$ cat config.mk
export PLATFORM = sky130hd
export DESIGN_NAME = ifu_fetch_queue
export DESIGN_NICKNAME = d
export VERILOG_FILES = /design/src/rtl/ifu_fetch_queue.sv
export SDC_FILE = /design/constraint.sdc
export NUM_CORES = 1
export LEC_CHECK = 0
export CORE_ASPECT_RATIO = 1.2
export CORE_UTILIZATION = 25
export CTS_CLUSTER_SIZE = 25
export DETAILED_ROUTE_END_ITERATION = 10
export DONT_BUFFER_PORTS = 1
export GPL_TIMING_DRIVEN = 0
export PLACE_DENSITY = 0.38
export SLEW_MARGIN = 10
export SYNTH_ARGS = -nofsm -noshare
export SYNTH_HDL_FRONTEND = slang
export SYNTH_SLANG_ARGS = --single-unit
$ cat constraint.sdc
create_clock -name clk -period 3.5 [get_ports clk]
set_input_delay 0.7 -clock clk [delete_from_list [all_inputs] [get_ports clk]]
set_output_delay 0.7 -clock clk [all_outputs]
set_load 0.05 [all_outputs]
$ cat src/rtl/ifu_fetch_queue.sv
// ifu_fetch_queue -- decoupling queue between instruction memory and IF/ID.
//
// Memory responses are buffered in a DEPTH-entry circular buffer. The head
// entry is presented to the IF/ID register. A credit scheme keeps the buffer
// from overflowing: fetches may issue only while buffered entries plus
// in-flight requests are fewer than DEPTH. After a flush, responses that
// were already in flight come back stale. They are counted in drop_cnt and
// discarded.
//
// Optional feature: define IFU_FQ_BYPASS_EN to let a live response reach the
// outputs in the same cycle when the queue is empty. The default build has
// no combinational path from rsp_* to the outputs.
//
// Ports:
//   clk, rst                 clock, asynchronous active-high reset
//   req_issue_i              fetch request accepted by memory this cycle
//   req_allow_o              credit available for another fetch
//   rsp_valid_i/inst/addr/pred_branch  memory response (never back-pressured)
//   flush_flag_i             pipeline redirect: empty queue, mark in-flight stale
//   stall_i                  IF/ID holding; head is not consumed
//   inst_o, inst_addr_o, is_pred_branch_o, inst_valid_o  head entry
//   fq_count_o               current occupancy

`ifndef INST_ADDR_WIDTH
`define INST_ADDR_WIDTH 32
`endif
`ifndef INST_DATA_WIDTH
`define INST_DATA_WIDTH 64
`endif
`ifndef INST_NOP
`define INST_NOP 32'h0000_0013
`endif
`ifndef ZeroWord
`define ZeroWord 32'h0000_0000
`endif

module ifu_fetch_queue #(
  parameter int DEPTH = 4
) (
  input  logic                        clk,
  input  logic                        rst,
  input  logic                        req_issue_i,
  output logic                        req_allow_o,
  input  logic                        rsp_valid_i,
  input  logic [`INST_DATA_WIDTH-1:0] rsp_inst_i,
  input  logic [`INST_ADDR_WIDTH-1:0] rsp_addr_i,
  input  logic                        rsp_pred_branch_i,
  input  logic                        flush_flag_i,
  input  logic                        stall_i,
  output logic [`INST_DATA_WIDTH-1:0] inst_o,
  output logic [`INST_ADDR_WIDTH-1:0] inst_addr_o,
  output logic                        is_pred_branch_o,
  output logic                        inst_valid_o,
  output logic [$clog2(DEPTH):0]      fq_count_o
);

  localparam int PW = $clog2(DEPTH);
  localparam int CW = PW + 1;
  localparam int DW = `INST_DATA_WIDTH;
  localparam int AW = `INST_ADDR_WIDTH;
  localparam int EW = DW + AW + 1;

  // Entry layout: {inst, addr, pred}. The head is read asynchronously from
  // the registered read pointer. This keeps the response-to-output latency
  // at one cycle.
  logic [EW-1:0] mem [DEPTH];

  logic [PW-1:0] rd_ptr_reg, wr_ptr_reg;
  logic [CW-1:0] count_reg, outstanding_reg, drop_cnt_reg;
  logic [CW-1:0] outstanding_next;
  logic [CW:0]   credit_sum;

  logic          rsp_live, q_empty, byp_hit, head_valid, enq, deq;
  logic [EW-1:0] head_entry;

  assign outstanding_next = outstanding_reg + CW'(req_issue_i) - CW'(rsp_valid_i);
  assign rsp_live         = rsp_valid_i && (drop_cnt_reg == '0);
  assign q_empty          = (count_reg == '0);

`ifdef IFU_FQ_BYPASS_EN
  assign byp_hit = q_empty && rsp_live && !flush_flag_i && !rst;
`else
  assign byp_hit = 1'b0;
`endif

  // Reset and flush both blank the outputs immediately. They do not wait for
  // the state to clear.
  assign head_valid = (!q_empty || byp_hit) && !flush_flag_i && !rst;

  // A bypassed response that is consumed in the same cycle never touches the
  // buffer. If the response is stalled, it is written to the buffer and
  // becomes the head.
  assign deq = head_valid && !stall_i && !byp_hit;
  assign enq = rsp_live && !flush_flag_i && !rst && !(byp_hit && !stall_i);

  always_comb begin
    head_entry = mem[rd_ptr_reg];
`ifdef IFU_FQ_BYPASS_EN
    if (byp_hit) head_entry = {rsp_inst_i, rsp_addr_i, rsp_pred_branch_i};
`endif
  end

  assign inst_o           = head_valid ? head_entry[EW-1 -: DW] : {`INST_NOP, `INST_NOP};
  assign inst_addr_o      = head_valid ? head_entry[1 +: AW]    : `ZeroWord;
  assign is_pred_branch_o = head_valid ? head_entry[0]          : 1'b0;
  assign inst_valid_o     = head_valid;
  assign fq_count_o       = count_reg;

  // Compare one bit wider so the sum cannot wrap.
  assign credit_sum  = {1'b0, count_reg} + {1'b0, outstanding_reg};
  assign req_allow_o = credit_sum < (CW+1)'(DEPTH);

  always_ff @(posedge clk) begin
    if (enq) mem[wr_ptr_reg] <= {rsp_inst_i, rsp_addr_i, rsp_pred_branch_i};
  end

  always_ff @(posedge clk or posedge rst) begin
    if (rst) begin
      rd_ptr_reg      <= '0;
      wr_ptr_reg      <= '0;
      count_reg       <= '0;
      outstanding_reg <= '0;
      drop_cnt_reg    <= '0;
    end else begin
      outstanding_reg <= outstanding_next;
      if (flush_flag_i) begin
        // Everything still in flight after this cycle is stale. That
        // includes a request issued in this same cycle.
        rd_ptr_reg   <= '0;
        wr_ptr_reg   <= '0;
        count_reg    <= '0;
        drop_cnt_reg <= outstanding_next;
      end else begin
        if (rsp_valid_i && (drop_cnt_reg != '0)) drop_cnt_reg <= drop_cnt_reg - CW'(1);
        if (enq) wr_ptr_reg <= wr_ptr_reg + PW'(1);
        if (deq) rd_ptr_reg <= rd_ptr_reg + PW'(1);
        count_reg <= count_reg + CW'(enq) - CW'(deq);
      end
    end
  end

  // Protocol checks: a full queue cannot accept without a dequeue, and
  // memory cannot respond to a request that was never issued.
  always_ff @(posedge clk) begin
    if (!rst) begin
      assert (!(enq && !deq && (count_reg == CW'(DEPTH))))
        else $error("ifu_fetch_queue: enqueue while full");
      assert (!(rsp_valid_i && (outstanding_reg == '0)))
        else $error("ifu_fetch_queue: response with no outstanding request");
    end
  end

endmodule

==> results.ini <==
[routing]
viasPerCell = 4.23
routed_wl_mm = 36.7
ant_nets = 0
dr.pass1.iters = 4
drt_iter0_markers = 407
drc_errors = 0
via_count = 6807
drt-wirelength-per-cell_um = 22.8

[critical_path]
worstPathRequired_ns = 2.80
path_cells = nor3_2 -> nor3_4 -> buf_4 -> clkbuf_1 -> and2_1
startpoint_type = register
r2r-start = drop_cnt_reg[0]
rr_worst_depth = 8
max_stage_delay_ns = 0.57
path_max_fanout = 10
cpLargestDelayFamily = simple AND/OR/NAND/NOR gates
crit_cells = 5
regToRegSetupSlack_ns = 0.68
r2r_end = mem[0][55]
cp.arrival_ns = 2.67
end_kind = output pin
crit_type = reg2out
crit_buf_inv = 2
slowest_stage = dfrtp_2

[layout]
antenna_cells = 0
multi_input_comb_area_um2 = 3340
largest_reg_flops = 388
layout_commonest_cell = edfxtp_1
fillCellCount = 6000
finish.instance_area_um2 = 18400
ff_latch_area_um2 = 12000
nets = 874
syn2layout_area_growth_pct = 17.7
final_layout_size_suffix_gt1_frac = 0.318
top_register = mem
layout_common_cells = 388 x edfxtp_1, 97 x mux4_2, 47 x and2_1, 47 x clkbuf_16, 40 x and2_2

[floorplan]
ioPinCount = 205
die_y_um = 276
core_area_um2 = 61900
row_count = 100
start_util = 0.252
die-area_um2 = 63500
die_w_um = 230

[clock_tree]
ctsHoldBuffers = 0
clk_pin_slew_worst_paths_ns = 0.06
clock_latency_ns = 0.57
htree_levels = 2
cts_sinks = 401
tritoncts = yes
cts_buffers = 46
clockBufferDepth = 3
cts_root_buf = clkbuf_16

[flow_run]
max_cap_viol_count = 0

[synthesis]
synth_compound_area_frac = 0.00248
synth_fp_nets = 815
synthDistinctLibCells = 37
yosys.area_share.simple = 0.0501
postSynthCellCount = 698
synth_xor_area_frac = 0.00168
ys_seq_area_frac = 0.767
ys.warnings.count = 0
muxShareOfSynthArea = 0.143
syn_area_um2 = 15600
syn_avg_cell_area_um2 = 22.4
ys_ff_latch = 401
synth_adder_area_share = 0.0122
synth_top_family_by_area = multiplexers

[global_route]
grt_max_degree = 44
antenna_found_initial = 0
first_global_vias = 7493
grt_pass1_wl_mm = 52.5
track_usage = 0.115
overflow = 0

[power]
p_leak_nw = 5.71
finalPower_mw = 10.7
vdd_drop_max_mv = 0.337
power.density_nw_per_um2 = 582

[sta]
finalSetupViolations = 0
setup_tns_ns = 0
hold_ws_ns = 0.0940
slew_viol_final = 0
worst_pin_slew_ns = 1.24
clock_skew_ns = 0.0246
finalHoldViolCount = 0
slew_headroom = 0.167
rsz0062_at_grt = no
fmax_mhz = 297
fin_crit_sh = 0.963
fin_crit_ns = 3.37

[outcome]
status = finished, final reports clean

[placement]
dp_hpwl_mm = 22.9
place_congestion = 0.660
dpl_cell_area_um2 = 16900
numPortBuffers = 0

[worst_hold_path]
hold_path_class = in2async

==> layout make-up <==
type                    count  area share
plain buffers              34      0.0178
clock buffers              55      0.0656
clock inverters            29      0.0113
inverters                  13     0.00266
multi-input cells         250       0.182
flip-flops and latches    401       0.652
well taps                 816      0.0556
repair buffers             11      0.0128
==> synthesized netlist by cell type, drive strengths merged <==
cell,instances,share of area
nor2b,3,0.0012
xor2,1,0.00056
nor2,5,0.0012
mux4,97,0.14
ha,12,0.0096
o21ai,1,0.00032
edfxtp,388,0.75
mux2,2,0.0014
and3,2,0.00080
nand3,1,0.00032
nor3,3,0.0020
nor4b,1,0.00056
nand2,4,0.00096
a211o,1,0.00056
o22ai,1,0.00040
mux2i,2,0.0013
fa,2,0.0026
a31oi,1,0.00040
clkbuf,8,0.0020
xnor2,2,0.0011
nor4,3,0.0012
and2,96,0.038
inv,13,0.0031
buf,26,0.019
a21o,1,0.00048
and4,1,0.00056
a21oi,1,0.00032
dfrtp,13,0.021
nand2b,7,0.0028
==> metrics by stage <==
step	worst slack, ns	utilization	instances
floorplan	0.153	-	698
global placement	-1.23	0.269	1514
detailed placement	-0.472	0.272	1522
CTS	0.00925	0.296	1609
global route	0.00268	0.297	1609
finish	0.131	0.297	1609
==> worst reg2reg max path, delay by kind of cell, from the launching register on <==
family / cells / cell delay [ns]
AND/OR/NAND/NOR: 3 / 1.01
buffers and inverters: 4 / 0.92
adder cells (fa/ha/maj): 1 / 0.21
flip-flops: 1 / 0.36
==> power breakdown <==
part / internal (mW) / switching, mW
logic: 0.275 / 0.434
clock network: 2.66 / 1.90
registers: 5.36 / 0.0525
==> worst max path at each step <==
stage             startpoint               to  slack (ns)
6_report       fq_count_o[0]       inst_o[54]        0.13
5_1_grt        fq_count_o[0]       inst_o[12]       0.003
4_1_cts        fq_count_o[0]       inst_o[54]       0.009
3_5_place_dp   fq_count_o[1]  inst_addr_o[28]       -0.47
3_3_place_gp             rst       mem[2][53]       -1.23
2_1_floorplan  fq_count_o[1]      req_allow_o        0.15
==> what timing repair did <==
| item | in CTS | in global routing |
|---|---|---|
| pin swaps | 1 | 0 |
| gates resized for setup | 41 | 17 |
| setup endpoints to repair | 99 | 29 |
| buffers inserted | 3 | 0 |
==> per-layer routing <==
layer | global-route usage | share of wire
met5 | 0 | 0
met3 | 0.0354 | 0.063
met2 | 0.202 | 0.52
met4 | 0.0364 | 0.022
met1 | 0.133 | 0.40
==> logic make-up (layout without fill, tap and decap cells) <==
group	Yosys count	count (layout)
compound gates	6	6
xor+xnor	3	3
fa+ha+maj	14	14
buf+inv	47	142
flops	401	401
mux	101	101
simple gates	126	126
Note: power is estimated with default switching activity, not from simulation.
